$ cat config.mk
export PLATFORM = sky130hd
export DESIGN_NAME = array_slice_accumulator_flat
export DESIGN_NICKNAME = d
export VERILOG_FILES = /design/src/rtl/array_slice_accumulator_if.sv /design/src/rtl/array_slice_accumulator.sv /design/src/flat_wrapper.sv
export SDC_FILE = /design/constraint.sdc
export NUM_CORES = 1
export LEC_CHECK = 0
export CAP_MARGIN = 40
export CORE_MARGIN = 8
export CORE_UTILIZATION = 55
export CTS_CLUSTER_SIZE = 12
export DETAILED_ROUTE_END_ITERATION = 6
export PLACE_DENSITY_LB_ADDON = 0.3
export SLEW_MARGIN = 25
export SYNTH_ARGS = -nofsm -noshare
export SYNTH_HDL_FRONTEND = slang
export SYNTH_SLANG_ARGS = --single-unit
$ cat constraint.sdc
create_clock -name clk -period 8.9 [get_ports clk]
set_input_delay 1.335 -clock clk [delete_from_list [all_inputs] [get_ports clk]]
set_output_delay 1.335 -clock clk [all_outputs]
set_load 0.03 [all_outputs]
$ cat src/rtl/array_slice_accumulator_if.sv
// Operand/product handshake plus the row-stage drive and return signals, in one bundle.
// The slave side is the accumulator; the master side is the operand source, the consumer and the row stage.
interface array_slice_accumulator_if #(
  parameter int A_WIDTH = 8,
  parameter int P_WIDTH = A_WIDTH + 8
);
  logic               in_valid;
  logic               in_ready;
  logic [A_WIDTH-1:0] in_a;
  logic [7:0]         in_b;
  logic [1:0]         row_a;
  logic [7:0]         row_b;
  logic [7:0]         row_s;
  logic               row_c;
  logic               out_valid;
  logic               out_ready;
  logic [P_WIDTH-1:0] out_p;
  logic               busy;

  modport slave (
    input  in_valid, in_a, in_b, row_s, row_c, out_ready,
    output in_ready, row_a, row_b, out_valid, out_p, busy
  );

  modport master (
    output in_valid, in_a, in_b, row_s, row_c, out_ready,
    input  in_ready, row_a, row_b, out_valid, out_p, busy
  );
endinterface

$ cat src/rtl/array_slice_accumulator.sv
// Steps A through a 2x8 row stage two bits per clock and accumulates the shifted row results into A*B.
// Latency A_WIDTH/2 cycles from accept to out_valid; the product is held until out_ready, and no operands are taken meanwhile.
module array_slice_accumulator #(
  parameter int A_WIDTH = 8,
  parameter int P_WIDTH = A_WIDTH + 8
) (
  input  logic                    clk,
  input  logic                    rst_n,
  array_slice_accumulator_if.slave bus
);
  localparam int SLICES = A_WIDTH / 2;
  localparam int IDX_W  = (SLICES > 1) ? $clog2(SLICES) : 1;
  localparam logic [IDX_W-1:0] LAST_IDX = IDX_W'(SLICES - 1);

  typedef enum logic [1:0] {IDLE, RUN, DONE} state_t;

  state_t             state;
  logic [A_WIDTH-1:0] a_sh;
  logic [7:0]         b_reg;
  logic [P_WIDTH-1:0] acc;
  logic [IDX_W-1:0]   idx;

  logic               in_ready_q;
  logic               out_valid_q;
  logic               busy_q;
  logic [1:0]         row_a_q;
  logic [7:0]         row_b_q;
  logic [P_WIDTH-1:0] out_p_q;

  logic [9:0]         slice_v;
  logic [A_WIDTH-1:0] a_nxt;
  logic [P_WIDTH-1:0] acc_nxt;

  // The row stage omits bit 0 of the slice product, so it is rebuilt here.
  assign slice_v = {bus.row_c, bus.row_s, a_sh[0] & b_reg[0]};
  assign a_nxt   = a_sh >> 2;
  assign acc_nxt = acc + (P_WIDTH'(slice_v) << (2 * idx));

  always_ff @(posedge clk or negedge rst_n) begin
    if (!rst_n) begin
      state       <= IDLE;
      a_sh        <= '0;
      b_reg       <= '0;
      acc         <= '0;
      idx         <= '0;
      in_ready_q  <= 1'b1;
      out_valid_q <= 1'b0;
      busy_q      <= 1'b0;
      row_a_q     <= '0;
      row_b_q     <= '0;
      out_p_q     <= '0;
    end else begin
      case (state)
        IDLE: begin
          if (bus.in_valid) begin
            a_sh       <= bus.in_a;
            b_reg      <= bus.in_b;
            acc        <= '0;
            idx        <= '0;
            state      <= RUN;
            in_ready_q <= 1'b0;
            busy_q     <= 1'b1;
            row_a_q    <= bus.in_a[1:0];
            row_b_q    <= bus.in_b;
          end
        end
        RUN: begin
          acc     <= acc_nxt;
          a_sh    <= a_nxt;
          idx     <= idx + 1'b1;
          row_a_q <= a_nxt[1:0];
          if (idx == LAST_IDX) begin
            state       <= DONE;
            row_a_q     <= '0;
            row_b_q     <= '0;
            out_valid_q <= 1'b1;
            out_p_q     <= acc_nxt;
          end
        end
        DONE: begin
          if (bus.out_ready) begin
            state       <= IDLE;
            out_valid_q <= 1'b0;
            out_p_q     <= '0;
            busy_q      <= 1'b0;
            in_ready_q  <= 1'b1;
          end
        end
        default: state <= IDLE;
      endcase
    end
  end

  assign bus.in_ready  = in_ready_q;
  assign bus.out_valid = out_valid_q;
  assign bus.busy      = busy_q;
  assign bus.row_a     = row_a_q;
  assign bus.row_b     = row_b_q;
  assign bus.out_p     = out_p_q;
endmodule

$ cat src/flat_wrapper.sv
// flat-port wrapper written by rule: the top's interface ports become plain ports
module array_slice_accumulator_flat 
#(
  parameter int A_WIDTH = 8,
  parameter int P_WIDTH = A_WIDTH + 8
)
  (clk, rst_n, bus_in_valid, bus_in_a, bus_in_b, bus_row_s, bus_row_c, bus_out_ready, bus_in_ready, bus_row_a, bus_row_b, bus_out_valid, bus_out_p, bus_busy);
  array_slice_accumulator_if #(.A_WIDTH(A_WIDTH), .P_WIDTH(P_WIDTH)) bus_i ();
  input  logic clk;
  input  logic rst_n;
  input wire logic [$bits(bus_i.in_valid)-1:0] bus_in_valid;
  input wire logic [$bits(bus_i.in_a)-1:0] bus_in_a;
  input wire logic [$bits(bus_i.in_b)-1:0] bus_in_b;
  input wire logic [$bits(bus_i.row_s)-1:0] bus_row_s;
  input wire logic [$bits(bus_i.row_c)-1:0] bus_row_c;
  input wire logic [$bits(bus_i.out_ready)-1:0] bus_out_ready;
  output wire logic [$bits(bus_i.in_ready)-1:0] bus_in_ready;
  output wire logic [$bits(bus_i.row_a)-1:0] bus_row_a;
  output wire logic [$bits(bus_i.row_b)-1:0] bus_row_b;
  output wire logic [$bits(bus_i.out_valid)-1:0] bus_out_valid;
  output wire logic [$bits(bus_i.out_p)-1:0] bus_out_p;
  output wire logic [$bits(bus_i.busy)-1:0] bus_busy;
  assign bus_i.in_valid = bus_in_valid;
  assign bus_i.in_a = bus_in_a;
  assign bus_i.in_b = bus_in_b;
  assign bus_i.row_s = bus_row_s;
  assign bus_i.row_c = bus_row_c;
  assign bus_i.out_ready = bus_out_ready;
  assign bus_in_ready = bus_i.in_ready;
  assign bus_row_a = bus_i.row_a;
  assign bus_row_b = bus_i.row_b;
  assign bus_out_valid = bus_i.out_valid;
  assign bus_out_p = bus_i.out_p;
  assign bus_busy = bus_i.busy;
  array_slice_accumulator #(.A_WIDTH(A_WIDTH), .P_WIDTH(P_WIDTH)) u_core (.clk(clk), .rst_n(rst_n), .bus(bus_i));
endmodule
==> impl_metrics.env <==
export IMPL_run_status="finished clean"
export IMPL_layout_filler_cells=488
export IMPL_die_height_um=93.8
export IMPL_synth_top_area_share_pct=42.1
export IMPL_h_tree_depth=3
export IMPL_antenna_cells=0
export IMPL_worstSkewPairLatency_ns=0.33
export IMPL_post_synth_instance_area_sq_um=3330
export IMPL_min_period_ns=3.76
export IMPL_worst_hold_startpoint="u_core.bus.out_p[5]"
export IMPL_grtUsageTotal_pct=20.0
export IMPL_core_area_sq_um=5890
export IMPL_area_growth_syn_to_layout_pct=23.5
export IMPL_initial_core_util_pct=56.5
export IMPL_buffer_ports_inserted=57
export IMPL_globalRoute_totalOverflow=0
export IMPL_critPathMaxStageDelay_ns=0.46
export IMPL_final_seq_area_sq_um=1430
export IMPL_cts_buffers_inserted=9
export IMPL_cts_sink_count=57
export IMPL_place_congestion=0.878
export IMPL_synth_most_common_cell="sky130_fd_sc_hd__dfrtp_1"
export IMPL_drt_pass1_iterations=4
export IMPL_ir_worst_vdd_mv=0.197
export IMPL_postSynth_topFlopCell="sky130_fd_sc_hd__dfrtp_1"
export IMPL_slew_headroom_pct=50.7
export IMPL_syn_instance_count=364
export IMPL_syn_num_nets=410
export IMPL_grt_pass1_wl_um=14100
export IMPL_report_final_slew_viol_count=0
export IMPL_powerDensity_nw_per_um2=434
export IMPL_drv_cap=0
export IMPL_cell_types_with_the_largest_area_share_after_synthesis="sky130_fd_sc_hd__dfrtp_1 42%, sky130_fd_sc_hd__nand2_1 6.2%, sky130_fd_sc_hd__ha_1 6.0%"
export IMPL_ios=58
export IMPL_netlist_cell_type_count=53
export IMPL_pre_cts_slack_ns=4.84
export IMPL_synth_warning_count=0
export IMPL_multi_input_gate_area_in_the_final_layout_sq_um=1790
export IMPL_ys_async_sr_fraction_pct=100
export IMPL_final_hold_viol_count=0
export IMPL_start_of_the_worst_register_to_register_path="u_core.idx[0]"
export IMPL_worst_slack_ns=5.14
export IMPL_cts_reportedPaths_clkPinSlew_ns=0.06
export IMPL_required_ns=9.09
export IMPL_drt_wl_total_um=8430
export IMPL_antenna_found_initial=0
export IMPL_critical_path_endpoint_type="flip-flop"
export IMPL_place_hpwl_um=6040
export IMPL_worstHoldEndpoint="u_core.bus.out_p[5]"
export IMPL_tritoncts="done"
export IMPL_critical_path_launch_point_type="primary input"
export IMPL_synth_edff_count=0
export IMPL_finalPower_mw=1.78
export IMPL_floorplan_rows=28
export IMPL_first_iter_violations=191
export IMPL_cts_hold_bufs=0
export IMPL_rr_worst_depth=10
export IMPL_cpMostUsedCell="sky130_fd_sc_hd__o21ai_0"
export IMPL_critPathTopFamily="compound AO/OA/AOI/OAI gates"
export IMPL_synth_avg_cell_area_sq_um=9.14
export IMPL_drive_above_1_share_pct=6.41
export IMPL_synthTopCellsByCount="56 x sky130_fd_sc_hd__dfrtp_1, 55 x sky130_fd_sc_hd__nand2_1, 35 x sky130_fd_sc_hd__o21ai_0"
export IMPL_cts_buffer_depth=2
export IMPL_cp_max_delay_cell="sky130_fd_sc_hd__clkdlybuf4s50_1"
export IMPL_floorplan_die_area_sq_um=8790
export IMPL_max_freq_mhz=266
export IMPL_post_cts_repair_setup_buffers=0
export IMPL_synth_seq_area_share_pct=42.9
export IMPL_worst_endpoint_arrival_ns=3.96
export IMPL_r2r_end="u_core.acc[14]"
export IMPL_worst_slew_pin_transition_ns=0.737
export IMPL_routed_via_count=2922
export IMPL_die_x_um=93.8
export IMPL_hold_path_depth=2
export IMPL_clock_skew_final_ns=0.00811
export IMPL_min_delay_path_class="flip-flop to flip-flop"
export IMPL_rsz0062_at_grt="false"
export IMPL_ys_ff_latch=57
export IMPL_timing_critical_path_cells="clkdlybuf4s50_1 > mux2_2 > nand2_1 > o21ai_0 > ha_1 > a21oi_1 > nor2b_1 > o21a_1 > nor4_1 > xor2_1 > o21ai_0"
export IMPL_drt_antenna_violating_nets=0
export IMPL_crit_path_max_fanout=11
export IMPL_final_net_count=462
export IMPL_period_share_pct=42.3
export IMPL_critical_path_class="primary input to flip-flop"
export IMPL_p_leak_nw=1.81
export IMPL_clk_root_buf="sky130_fd_sc_hd__clkbuf_8"
export IMPL_route_detailed_vias_per_inst=5.89
export IMPL_post_drt_wl_per_cell_um=17.0
export IMPL_post_synth_top_area_cell="sky130_fd_sc_hd__dfrtp_1"
export IMPL_r2r_setup_slack_ns=5.70
export IMPL_cts_repair_resizes=0
export IMPL_vias_in_the_first_global_route=3004
export IMPL_critPathBufInv=1
export IMPL_setup_violations_final=0
export IMPL_grt_max_degree=58
export IMPL_remaining_drc_errors=0
export IMPL_finalSetupTns_ns=0
==> final cells by class <==
| type | instances | area share [%] |
|---|---|---|
| sequential | 57 | 34.8 |
| multi-input combinational | 280 | 43.5 |
| timing repair buffer | 62 | 14.7 |
| clock buffer | 14 | 3.96 |
| inverter | 6 | 0.548 |
| tap | 75 | 2.28 |
| clock inverter | 2 | 0.305 |
==> worst max-delay path by stage <==
stage | startpoint | end | slack, ns | cells past startpoint
floorplan | bus_row_s[4] | u_core.acc[15] | 5.62 | 10
global placement | bus_row_s[4] | u_core.bus.out_p[14] | 4.93 | 11
detailed placement | bus_row_s[4] | u_core.acc[14] | 4.84 | 11
CTS | bus_row_s[4] | u_core.acc[14] | 5.19 | 11
global route | bus_row_s[4] | u_core.acc[14] | 4.98 | 11
finish | bus_row_s[4] | u_core.acc[14] | 5.14 | 11
==> kinds of logic (layout without fill, tap and decap cells) <==
family | after synthesis | after routing | synth area share [%]
multiplexers | 14 | 14 | 4.25
buffers and inverters | 27 | 84 | 3.42
AND/OR/NAND/NOR | 130 | 130 | 18.8
AO/OA/AOI/OAI | 105 | 105 | 20.3
flip-flops | 57 | 57 | 42.9
adder cells (fa/ha/maj) | 17 | 17 | 6.62
XOR/XNOR | 14 | 14 | 3.69
==> cell usage in the layout (no fill, tap or decap), types with 13 or more instances in the layout <==
cell                              synthesis  final
sky130_fd_sc_hd__mux2i_1                 13     13
sky130_fd_sc_hd__clkdlybuf4s50_1          0     56
sky130_fd_sc_hd__dfrtp_1                 56     56
sky130_fd_sc_hd__nor2_1                  20     20
sky130_fd_sc_hd__a21oi_1                 23     23
sky130_fd_sc_hd__ha_1                    16     16
sky130_fd_sc_hd__o21ai_0                 35     35
sky130_fd_sc_hd__nand2_1                 55     55
sky130_fd_sc_hd__nand3_1                 15     15
==> metal layers <==
metal / part of all wire (%) / GRT usage [%]
met4: 2.2 / 10.0
met1: 44 / 23.8
met3: 6.0 / 5.52
met5: 0 / 0
met2: 48 / 32.4
==> power breakdown <==
group | switching, mW | internal [mW] | total [mW] | leakage, nW
clock network | 0.101 | 0.116 | 0.218 | 0.0867
registers | 0.103 | 0.379 | 0.481 | 0.707
logic | 0.638 | 0.447 | 1.09 | 1.02
total | 0.842 | 0.942 | 1.78 | 1.81
==> through the flow <==
step           utilization [%]  cells  hold WS, ns  area [sq um]
2_1_floorplan                -    364        0.473          3330
3_3_place_gp              66.8    480        0.461          3930
3_5_place_dp              66.8    480        0.475          3930
4_1_cts                   69.8    496        0.489          4110
5_1_grt                   69.8    496        0.514          4110
6_report                  69.8    496        0.485          4110
==> worst min-delay path, stage by stage, from the launching register on <==
cell and delay, ns:
sky130_fd_sc_hd__dfrtp_1 0.34, sky130_fd_sc_hd__nand2_1 0.05, sky130_fd_sc_hd__o21ai_0 0.06
Note: power is estimated with default switching activity, not from simulation.
